### config.mk
export PLATFORM = sky130hd
export DESIGN_NAME = pmod_bcd_converter_flat
export DESIGN_NICKNAME = d
export VERILOG_FILES = /design/src/rtl/pmod_pkg.sv /design/src/rtl/pmod_bcd_converter_if.sv /design/src/rtl/bcd_add3.sv /design/src/rtl/pmod_bcd_converter.sv /design/src/flat_wrapper.sv
export SDC_FILE = /design/constraint.sdc
export NUM_CORES = 1
export LEC_CHECK = 0
export CAP_MARGIN = 20
export CORE_MARGIN = 3
export CORE_UTILIZATION = 51
export CTS_CLUSTER_SIZE = 14
export DETAILED_ROUTE_END_ITERATION = 7
export GPL_TIMING_DRIVEN = 0
export PLACE_DENSITY = 0.78
export SETUP_SLACK_MARGIN = 0.2
export SYNTH_ARGS = -nofsm -noshare
export SYNTH_HDL_FRONTEND = slang
export SYNTH_HIERARCHICAL = 1
export SYNTH_SLANG_ARGS = --single-unit
### constraint.sdc
create_clock -name clk -period 2.85 [get_ports clk]
set_clock_uncertainty 0.2 [all_clocks]
set_input_delay 0.57 -clock clk [delete_from_list [all_inputs] [get_ports clk]]
set_output_delay 0.57 -clock clk [all_outputs]
set_load 0.02 [all_outputs]
### src/rtl/pmod_pkg.sv
// Shared types and constants for the PMOD binary-to-BCD converter.
package pmod_pkg;
   typedef enum logic {IDLE, CONV} state_t;
   localparam int         BCD_MAX       = 99;
   localparam logic [3:0] BCD_SAT_DIGIT = 4'd9;
endpackage

### src/rtl/pmod_bcd_converter_if.sv
// Request/result bundle between a converter client (master) and the converter (slave).
interface pmod_bcd_converter_if #(
   parameter int IN_WIDTH = 7
);
   logic                start;
   logic [IN_WIDTH-1:0] value;
   logic                ready;
   logic                done;
   logic [3:0]          numa;
   logic [3:0]          numb;
   logic                ovf;
   logic                blank_tens;

   modport master (
      output start, value,
      input  ready, done, numa, numb, ovf, blank_tens
   );
   modport slave (
      input  start, value,
      output ready, done, numa, numb, ovf, blank_tens
   );
endinterface

### src/rtl/bcd_add3.sv
// Double-dabble nibble corrector: adds 3 to any digit of 5 or more before the shift.
module bcd_add3 (
   input  logic [3:0] in,
   output logic [3:0] out
);
   assign out = (in >= 4'd5) ? in + 4'd3 : in;
endmodule

### src/rtl/pmod_bcd_converter.sv
// Sequential shift-and-add-3 converter producing a two-digit BCD pair for the PMOD display,
// saturating to 99 for inputs above the two-digit range.
module pmod_bcd_converter
   import pmod_pkg::*;
#(
   parameter int IN_WIDTH = 7
) (
   input  logic                     clk,
   input  logic                     rst,
   pmod_bcd_converter_if.slave      bus
);
   localparam int CNT_W = $clog2(IN_WIDTH);

   state_t              state_reg, state_next;
   logic [CNT_W-1:0]    cnt_reg;
   logic [IN_WIDTH-1:0] bin_reg;
   logic [3:0]          digit_reg [2];
   logic [3:0]          digit_adj [2];
   logic                pend_ovf_reg;
   logic [3:0]          numa_reg, numb_reg;
   logic                ovf_reg, blank_reg, done_reg;

   logic                accept, last_iter, sat;
   logic [3:0]          tens_next, ones_next, numa_next, numb_next;

   // Index 0 is the ones digit, index 1 the tens digit.
   generate
      for (genvar gi = 0; gi < 2; gi++) begin : g_add3
         bcd_add3 u_add3 (
            .in  (digit_reg[gi]),
            .out (digit_adj[gi])
         );
      end
   endgenerate

   always_comb begin
      state_next = state_reg;
      accept     = bus.start && (state_reg == IDLE);
      last_iter  = (state_reg == CONV) && (cnt_reg == CNT_W'(IN_WIDTH - 1));
      tens_next  = {digit_adj[1][2:0], digit_adj[0][3]};
      ones_next  = {digit_adj[0][2:0], bin_reg[IN_WIDTH-1]};
      // A bit shifted out of the tens nibble can only happen for inputs above 99.
      sat        = pend_ovf_reg || digit_adj[1][3];
      numa_next  = sat ? BCD_SAT_DIGIT : tens_next;
      numb_next  = sat ? BCD_SAT_DIGIT : ones_next;
      case (state_reg)
         IDLE:    if (accept)    state_next = CONV;
         CONV:    if (last_iter) state_next = IDLE;
         default:                state_next = IDLE;
      endcase
   end

   always_ff @(posedge clk) begin
      if (rst) begin
         state_reg    <= IDLE;
         cnt_reg      <= '0;
         bin_reg      <= '0;
         digit_reg[0] <= 4'd0;
         digit_reg[1] <= 4'd0;
         pend_ovf_reg <= 1'b0;
         numa_reg     <= 4'd0;
         numb_reg     <= 4'd0;
         ovf_reg      <= 1'b0;
         blank_reg    <= 1'b1;
         done_reg     <= 1'b0;
      end else begin
         state_reg <= state_next;
         done_reg  <= last_iter;
         if (accept) begin
            bin_reg      <= bus.value;
            digit_reg[0] <= 4'd0;
            digit_reg[1] <= 4'd0;
            cnt_reg      <= '0;
            pend_ovf_reg <= (32'(bus.value) > BCD_MAX);
         end else if (state_reg == CONV) begin
            digit_reg[0] <= ones_next;
            digit_reg[1] <= tens_next;
            bin_reg      <= bin_reg << 1;
            cnt_reg      <= cnt_reg + 1'b1;
            pend_ovf_reg <= sat;
            if (last_iter) begin
               numa_reg  <= numa_next;
               numb_reg  <= numb_next;
               ovf_reg   <= sat;
               blank_reg <= (numa_next == 4'd0) && !sat;
            end
         end
      end
   end

   assign bus.ready      = (state_reg == IDLE);
   assign bus.done       = done_reg;
   assign bus.numa       = numa_reg;
   assign bus.numb       = numb_reg;
   assign bus.ovf        = ovf_reg;
   assign bus.blank_tens = blank_reg;
endmodule
### src/flat_wrapper.sv
// flat-port wrapper written by rule: the top's interface ports become plain ports
module pmod_bcd_converter_flat import pmod_pkg::*;
#(
   parameter int IN_WIDTH = 7
)
  (clk, rst, bus_start, bus_value, bus_ready, bus_done, bus_numa, bus_numb, bus_ovf, bus_blank_tens);
  pmod_bcd_converter_if #(.IN_WIDTH(IN_WIDTH)) bus_i ();
  input  logic clk;
  input  logic rst;
  input wire logic [$bits(bus_i.start)-1:0] bus_start;
  input wire logic [$bits(bus_i.value)-1:0] bus_value;
  output wire logic [$bits(bus_i.ready)-1:0] bus_ready;
  output wire logic [$bits(bus_i.done)-1:0] bus_done;
  output wire logic [$bits(bus_i.numa)-1:0] bus_numa;
  output wire logic [$bits(bus_i.numb)-1:0] bus_numb;
  output wire logic [$bits(bus_i.ovf)-1:0] bus_ovf;
  output wire logic [$bits(bus_i.blank_tens)-1:0] bus_blank_tens;
  assign bus_i.start = bus_start;
  assign bus_i.value = bus_value;
  assign bus_ready = bus_i.ready;
  assign bus_done = bus_i.done;
  assign bus_numa = bus_i.numa;
  assign bus_numb = bus_i.numb;
  assign bus_ovf = bus_i.ovf;
  assign bus_blank_tens = bus_i.blank_tens;
  pmod_bcd_converter #(.IN_WIDTH(IN_WIDTH)) u_core (.clk(clk), .rst(rst), .bus(bus_i));
endmodule
==> summary.md, run 1 <==
| Metric | Value |
|---|---|
| Crit path kind | reg -> out |
| Max reg flops | 8 |
| Max FO, Critical Path | 9 |
| CTS tree | done |
| Buffers added on ports | 20 |
| Synth Flop Type | dfxtp_1 |
| Num CTS Buffers | 5 |
| Nets | 204 |
| Boundary pin count | 22 |
| Drt wl/cell | 13.5 um |
| CP Launch Type | flop |
| Clock power share | 0.318 |
| Largest net degree at the start of global routing | 11 |
| Lkg Pwr | 0.701 nW |
| CTS Buffer Depth | 2 |
| Initial DRC Count | 44 |
| Routed met3 length | 174 um |
| Status | completed |
| Relative slew slack | 0.664 |
| GR Overflow Total | 0 |
| Slew Limit Fails | 0 |
| Synthesized flop and latch total | 31 |
| Drt total wl | 2950 um |
| Min Hold Slack | 0.253 ns |
| Post-synth EDFFs | 8 |
| Switch share | 0.248 |
| Final min period | 2.30 ns |
| Layout area overhead | 20.6% |
| Die area | 3600 sq um |
| RSZ-0062 raised after global routing | false |
| Clk Latency, worst-skew pair | 0.31 ns |
| Mapped Area | 1490 sq um |
| CTS H-tree depth | 2 |
| Vias per cell | 5.61 |
| Pwr dens | 494 nW/um^2 |
| Reported net switching power | 0.220 mW |
| Starting Density | 0.570 |
| Slew at the pin closest to its max-slew limit | 0.504 ns |
| First-pass DRT Iterations | 6 |
| WP data arrival | 1.53 ns |
| Max Clock Freq | 434 MHz |
| Leading area contributor after synthesis | dfxtp_1 |
| Maximum vdd drop | 0.338 mV |
| Setup_tns | 0 ns |
| FP Rows | 18 |
| Final Hold Vio Count | 0 |
| Cts hold-fix bufs | 0 |
| Flop pwr share | 0.543 |
| Worst path required time | 2.08 ns |
| Placement Cell Area | 1730 sq um |
| Top cell type's share of synthesized area | 0.309 |
| Remaining antenna violation count | 0 |
| Antenna violations before repair | 0 |
| CP endpoint kind | output port |
| Maxcap violations | 0 |
| First-pass GRT wire length | 5130 um |
| Global Route Usage Sum | 0.194 |
| ANT cells | 0 |
| Core area | 2610 sq um |
| Syn nets | 177 |
| Die W | 60.0 um |
| Synth area leaders | dfxtp_1, edfxtp_1, nand2_1 |
| Routed wl met2 | 1500 um |
| Share of cells above drive strength 1 | 0.122 |
| Warnings from Yosys | 6 |
| Post-synth ARST share | 0 |
| Number of global-route vias before repair | 1198 |
| Fillers | 208 |
| Netlist cell types | 35 |
| Met1 WL | 1210 um |
| Design Area, Final | 1800 sq um |
| Cells after synthesis | 161 |
| Hold Crit Class | reg -> reg |
| Pwr Total | 0.888 mW |
| Highest Signal Layer | met4 |
| Final Setup Violations | 0 |
| Clock transition at the registers of the reported paths | 0.09 ns |
| Sequential share of the synthesized area | 0.471 |
| Internal | 0.668 mW |
| Postcts setup bufs | 0 |
| Area of the multi-input gates | 714 sq um |
| Post-CTS resize count | 0 |
| CTS root buf | clkbuf_4 |
| Final RePlAce weighted congestion | 0.737 |
| Final Util | 0.687 |
| Period utilization | 0.808 |
| Avg Inst Size Synth | 9.25 sq um |
| Chip height | 60.0 um |
| Storage cell area | 701 sq um |
| Drc violations | 0 |
| Hpwl dp | 2170 um |
| DR vias | 1228 |
| Total clock sinks | 31 |
| Combinational Power Share | 0.139 |
path summary, 6_finish.rpt:
path | cells after the start | to | slack [ns] | start
worst max-delay path | 3 | bus_ready | 0.55 | u_core/state_reg
worst min-delay path | 2 | u_core/bus.numa[1] | 0.25 | u_core/bus.numa[1]
worst max register to register | 7 | u_core/pend_ovf_reg | 0.86 | u_core/digit_reg[0][4]
worst min register to register | 2 | u_core/bus.numa[1] | 0.25 | u_core/bus.numa[1]
power groups by stage:
stage,Clock [mW],Combinational (mW),Sequential [mW]
finish,0.282,0.123,0.482
global route,0.313,0.138,0.485
CTS,0.291,0.123,0.482
detailed placement,0,0.121,0.492
global placement,0,0.117,0.491
floorplan,0,0.0865,0.489
critical path, stage by stage (launching register included):
cell and delay (ns):
dfxtp_1 0.32, buf_6 0.13, inv_2 0.14, clkdlybuf4s50_1 0.63
kinds of logic after synthesis:
kind of cell	after synthesis	synth area share
adders and majority gates	6	0.0504
buffers and inverters	13	0.0496
xor gates and xnor gates	3	0.0177
DFF	31	0.471
AOI/OAI and AO/OA	23	0.0933
muxes	10	0.0723
and+or+nand+nor	75	0.246
synthesized netlist by cell type (all sizes together), types with 2 or more instances:
| cell | instances |
|---|---|
| clkbuf | 2 |
| mux2i | 4 |
| mux2 | 6 |
| nor2 | 15 |
| ha | 6 |
| dfxtp | 23 |
| xnor2 | 2 |
| o21ai | 4 |
| nand2b | 5 |
| nor3 | 12 |
| a21oi | 15 |
| nand3 | 5 |
| nand2 | 24 |
| edfxtp | 8 |
| buf | 5 |
| inv | 6 |
| and2 | 8 |
metal layers:
layer  vias up  GRT usage
li1        603          -
met1       574      0.208
met2        43      0.343
met3         8     0.0691
met4         0     0.0791
met5         -          0
stage by stage:
| stage | worst slack [ns] | instances |
|---|---|---|
| final | 0.547 | 219 |
| after global placement | 0.584 | 211 |
| after floorplan | 1.08 | 161 |
| after global routing | 0.478 | 219 |
| after detailed placement | 0.558 | 211 |
| after CTS | 0.540 | 219 |
final cells by class:
cell class / instances / area share
plain buffers: 7 / 0.0286
clock buffers: 8 / 0.0383
inverters: 6 / 0.0125
multi-input cells: 117 / 0.398
flip-flops and latches: 31 / 0.390
well taps: 30 / 0.0209
repair buffers: 20 / 0.111
cell usage in the layout (no fill, tap or decap):
cell,Yosys,routed
mux2_2,3,3
nor3b_1,1,1
o22ai_1,1,1
nor3_2,1,1
or3_1,1,1
mux2i_1,4,4
nand3_2,1,1
o21ai_0,2,2
a211oi_1,1,1
a21bo_1,1,1
xnor2_1,2,2
edfxtp_1,8,8
nand4_1,1,1
dfxtp_1,23,23
inv_1,5,5
nor2_1,15,15
nor3_1,11,11
clkdlybuf4s50_1,0,20
nand2b_1,5,5
clkbuf_8,0,2
clkbuf_4,0,5
and3_4,1,1
clkbuf_1,2,3
o21ai_1,2,2
a21oi_2,3,3
o22a_1,1,1
and2_1,8,8
mux2_1,3,3
inv_2,1,1
buf_6,3,3
nand3_1,4,4
or2_2,1,1
ha_1,6,6
buf_2,2,2
nand2_1,24,24
xor2_1,1,1
nor2b_1,1,1
a21oi_1,12,12
Power figures use the tool's default switching activity.
==> run 2, diff against run 1 <==
==> constraint.sdc (replaced) <==
create_clock -name clk -period 2.2 [get_ports clk]
set_clock_uncertainty 0.2 [all_clocks]
set_input_delay 0.44 -clock clk [delete_from_list [all_inputs] [get_ports clk]]
set_output_delay 0.44 -clock clk [all_outputs]
set_load 0.02 [all_outputs]
==> summary.md, run 2 (synthesized netlist as in run 1, its figures left out) <==
| Metric | Value |
|---|---|
| Commonest cells after routing, fill and taps aside | nand2_1, dfxtp_1, clkdlybuf4s50_1 |
| Fillers | 205 |
| Status | completed |
| Met2 Track Usage GR | 0.343 |
| WP data arrival | 1.27 ns |
| Drt total wl | 3010 um |
| R2R setup slack | 0.30 ns |
| Maxcap violations | 0 |
| ANT cells | 0 |
| Share of cells above drive strength 1 | 0.157 |
| Antenna violations before repair | 0 |
| Hpwl dp | 2170 um |
| Max FO, Critical Path | 2 |
| Drc violations | 0 |
| CTS H-tree depth | 2 |
| Drt wl/cell | 13.6 um |
| Die area | 3600 sq um |
| Final worst setup slack | 0.289 ns |
| Setup WS pre-CTS | 0.0383 ns |
| Num CTS Buffers | 5 |
| RSZ-0062 raised after global routing | true |
| Relative slew slack | 0.657 |
| CP Launch Type | flop |
| Buffers added on ports | 20 |
| Min Hold Slack | 0.198 ns |
| First-pass DRT Iterations | 7 |
| GRT met1 Usage | 0.208 |
| Routing usage on met3 | 0.0691 |
| Crit path kind | reg -> out |
| Max Clock Freq | 523 MHz |
| Worst path required time | 1.56 ns |
| Initial DRC Count | 43 |
| Slew at the pin closest to its max-slew limit | 0.514 ns |
| DR vias | 1221 |
| Period utilization | 0.868 |
| Final RePlAce weighted congestion | 0.737 |
| Total clock sinks | 31 |
| FP Rows | 18 |
| CTS Buffer Depth | 2 |
| Max reg flops | 8 |
| Number of global-route vias before repair | 1198 |
| Hold Crit Class | in -> reg |
| Delay-heaviest family, CP | buffers and inverters |
| Die W | 60.0 um |
| Remaining antenna violation count | 0 |
| Layout area overhead | 22.8% |
| Clock transition at the registers of the reported paths | 0.09 ns |
| CP Depth | 1 |
| Design Area, Final | 1830 sq um |
| Core area | 2610 sq um |
| Placement Cell Area | 1730 sq um |
| CTS tree | done |
| Cells along the critical path | clkdlybuf4s50_1 |
| Top Usage Layer GRT | met2 |
| Cts hold-fix bufs | 0 |
| Starting Density | 0.570 |
| Largest net degree at the start of global routing | 11 |
| Lkg Pwr | 0.706 nW |
| Final Hold Vio Count | 0 |
| Boundary pin count | 22 |
| Chip height | 60.0 um |
| First-pass GRT wire length | 5130 um |
| Clk Latency, worst-skew pair | 0.32 ns |
| CTS root buf | clkbuf_4 |
| Vias per cell | 5.52 |
| Slowest cell on the critical path | clkdlybuf4s50_1 |
| Maximum vdd drop | 0.439 mV |
| Commonest non-fill, non-tap cell in the layout | nand2_1 |
| Final min period | 1.91 ns |
| Nets | 206 |
| Global Route Usage Sum | 0.194 |
| R2r worst-path depth | 6 |
| Worst path bufs/invs | 1 |
| Final Setup Violations | 0 |
| Pwr dens | 636 nW/um^2 |
| Slew Limit Fails | 0 |
| Max stage delay on crit path | 0.60 ns |
| Setup_tns | 0 ns |
| GR Overflow Total | 0 |
| Pwr Total | 1.16 mW |
| Hold path depth | 2 |
| CP endpoint kind | output port |
run 2: what timing repair did:
item / 4_1_cts / 5_1_grt
resized for setup: 1 / 6
cloned: 0 / 0
setup buffers: 0 / 2
setup endpoints to repair: 1 / 10
pin swaps: 0 / 1
run 2: cell type report:
class                           instances  area [sq um]  area share
Buffer                                  7          51.3      0.0281
Clock buffer                            8          68.8      0.0376
Inverter                                6          22.5      0.0123
Multi-Input combinational cell        117           733       0.401
Sequential cell                        31           701       0.383
Tap cell                               30          37.5      0.0205
Timing Repair Buffer                   22           214       0.117
run 2: path summary, 6_finish.rpt:
| check | startpoint | end |
|---|---|---|
| setup / recovery | u_core/bus.blank_tens | bus_blank_tens |
| hold / removal | rst | u_core/bus.numb[3] |
| setup reg to reg | u_core/digit_reg[0][4] | u_core/bus.blank_tens |
| hold reg to reg | u_core/bus.numa[1] | u_core/bus.numa[1] |
run 2: report_power, final:
part	internal, mW	switching [mW]
sequential	0.608	0.0169
clock	0.188	0.178
combinational	0.0774	0.0946
total	0.873	0.289
run 2: metal layers:
| layer | vias up | share of wire |
|---|---|---|
| met5 | - | 0 |
| met1 | 567 | 0.40 |
| li1 | 605 | - |
| met2 | 41 | 0.51 |
| met3 | 8 | 0.060 |
| met4 | 0 | 0.021 |
run 2: through the flow:
stage,util,std cells
after floorplan,-,161
after global placement,0.661,211
after detailed placement,0.661,211
after CTS,0.687,219
after global routing,0.700,221
final,0.700,221
==> run 3, diff against run 2 <==
--- a/config.mk
+++ b/config.mk
@@ -5,13 +5,14 @@
 export SDC_FILE = /design/constraint.sdc
 export NUM_CORES = 1
 export LEC_CHECK = 0
+export ABC_AREA = 1
 export CAP_MARGIN = 20
 export CORE_MARGIN = 3
 export CORE_UTILIZATION = 51
 export CTS_CLUSTER_SIZE = 14
 export DETAILED_ROUTE_END_ITERATION = 7
 export GPL_TIMING_DRIVEN = 0
-export PLACE_DENSITY = 0.78
+export PLACE_DENSITY = 0.77
 export SETUP_SLACK_MARGIN = 0.2
 export SYNTH_ARGS = -nofsm -noshare
 export SYNTH_HDL_FRONTEND = slang
==> summary.md, run 3 <==
| Metric | Value |
|---|---|
| Chip height | 61.2 um |
| Total clock sinks | 31 |
| Antenna violations before repair | 0 |
| DR vias | 1290 |
| Commonest cells after routing, fill and taps aside | nand2_1, inv_1, dfxtp_1 |
| Starting Density | 0.550 |
| Final Hold Vio Count | 0 |
| Num CTS Buffers | 5 |
| Lkg Pwr | 0.859 nW |
| Period utilization | 0.874 |
| CP endpoint kind | output port |
| Synth area leaders | dfxtp_1, nand2_1, edfxtp_1 |
| Fillers | 272 |
| Pwr dens | 593 nW/um^2 |
| FP Rows | 19 |
| Synthesized flop and latch total | 31 |
| Cells along the critical path | clkdlybuf4s50_1 |
| CTS H-tree depth | 2 |
| Cell Count, Final, Fillers Out | 267 |
| Status | completed |
| CTS root buf | clkbuf_4 |
| Clock transition at the registers of the reported paths | 0.09 ns |
| Reported net switching power | 0.308 mW |
| Synth Flop Type | dfxtp_1 |
| CTS Buffer Depth | 2 |
| Largest net degree at the start of global routing | 11 |
| Min Hold Slack | 0.258 ns |
| Setup WS pre-CTS | 0.00805 ns |
| Sequential share of the synthesized area | 0.450 |
| Leading area contributor after synthesis | dfxtp_1 |
| Placement Cell Area | 1810 sq um |
| Final min period | 1.92 ns |
| Delay-heaviest family, CP | buffers and inverters |
| CP Launch Type | flop |
| RSZ-0062 raised after global routing | false |
| WP data arrival | 1.28 ns |
| Final RePlAce weighted congestion | 0.786 |
| Warnings from Yosys | 6 |
| Combinational Power Share | 0.152 |
| Boundary pin count | 22 |
| Layout area overhead | 19.5% |
| Cells after synthesis | 207 |
| Die area | 3750 sq um |
| Clk Latency, worst-skew pair | 0.33 ns |
| Hpwl dp | 2120 um |
| Drc violations | 0 |
| Buffers added on ports | 21 |
| Cts hold-fix bufs | 0 |
| Relative slew slack | 0.793 |
| Flop pwr share | 0.565 |
| Placed cell count | 259 |
| Drt total wl | 2850 um |
| Top cell type's share of synthesized area | 0.296 |
| Initial DRC Count | 56 |
| Maxcap violations | 0 |
| Nets | 251 |
| ANT cells | 0 |
| Post-synth ARST share | 0 |
| Syn nets | 223 |
| Max stage delay on crit path | 0.61 ns |
| Post-synth top cells | nand2_1, inv_1, dfxtp_1, nor2_1, nand3_1 |
| Hold Crit Class | reg -> reg |
| Worst path bufs/invs | 1 |
| Clock power share | 0.282 |
| Slew Limit Fails | 0 |
| Slowest cell on the critical path | clkdlybuf4s50_1 |
| GR Overflow Total | 0 |
| Netlist cell types | 21 |
| Final Util | 0.657 |
| Vias per cell | 4.83 |
| Final Setup Violations | 0 |
| Global Route Usage Sum | 0.180 |
| First-pass GRT wire length | 4900 um |
| Pwr Total | 1.10 mW |
| Internal | 0.794 mW |
| Share of cells above drive strength 1 | 0.119 |
| Post-synth EDFFs | 8 |
| Maximum vdd drop | 0.543 mV |
| Max reg flops | 8 |
| Crit path kind | reg -> out |
| First-pass DRT Iterations | 4 |
| Setup_tns | 0 ns |
| Final worst setup slack | 0.278 ns |
| Max FO, Critical Path | 2 |
| Core area | 2830 sq um |
| Max Clock Freq | 520 MHz |
| Top-count cell post-synth | nand2_1 |
| Avg Inst Size Synth | 7.52 sq um |
| Remaining antenna violation count | 0 |
| Worst path required time | 1.56 ns |
| CTS tree | done |
| Commonest non-fill, non-tap cell in the layout | nand2_1 |
| Slew at the pin closest to its max-slew limit | 0.310 ns |
| Design Area, Final | 1860 sq um |
| Mapped Area | 1560 sq um |
| Switch share | 0.279 |
| Drt wl/cell | 10.7 um |
| Die W | 61.2 um |
| Number of global-route vias before repair | 1180 |
run 3: cell count changes after synthesis, sizes merged, moves of 9 or more:
cell   before  now
nand3       5   17
nor3       12    0
inv         6   32
a21oi      15    6
nor2       15   30
nand2      24   70
run 3: cells by family (layout without fill, tap and decap cells):
| family | Yosys count | in the layout | share of synthesized area |
|---|---|---|---|
| AND/OR/NAND/NOR | 119 | 119 | 0.350 |
| buffers and inverters | 34 | 63 | 0.0852 |
| flip-flops | 31 | 31 | 0.450 |
| AO/OA/AOI/OAI | 16 | 16 | 0.0611 |
| adder cells (fa/ha/maj) | 6 | 6 | 0.0482 |
| XOR/XNOR | 1 | 1 | 0.00563 |
run 3: area by class of cell:
class	count	area, sq um	share of cell area
clock inverter	1	5.00	0.00269
inverter	32	120	0.0646
tap	31	38.8	0.0209
clock buffer	7	45.0	0.0242
multi-input combinational	142	728	0.392
buffer	2	12.5	0.00673
sequential	31	701	0.377
timing repair buffer	21	209	0.112
run 3: power by group through the flow:
stage	clock, mW	combinational (mW)	sequential [mW]
5_1_grt	0.340	0.193	0.626
4_1_cts	0.316	0.169	0.623
6_report	0.311	0.168	0.623
3_5_place_dp	0	0.168	0.636
3_3_place_gp	0	0.166	0.635
2_1_floorplan	0	0.121	0.632
run 3: layer usage:
metal  track usage  vias up  wire [um]
met5             0        -          0
met1         0.224      559       1340
met4        0.0681        0         47
met3        0.0608        6        153
met2         0.290       29       1300
li1              -      696          -
run 3: what timing repair did:
action                     in CTS  in global routing
setup endpoints to repair       1                  3
gates resized for setup         1                  2
setup buffers                   0                  0
gates cloned                    0                  0
run 3: worst paths after layout:
kind	slack [ns]	from	depth (start not counted)	end
setup / recovery	0.28	u_core/bus.blank_tens	1	bus_blank_tens
hold reg to reg	0.26	u_core/bus.numb[3]	2	u_core/bus.numb[3]
setup reg to reg	0.34	u_core/digit_reg[0][4]	11	u_core/bus.blank_tens
hold / removal	0.26	u_core/bus.numb[3]	2	u_core/bus.numb[3]
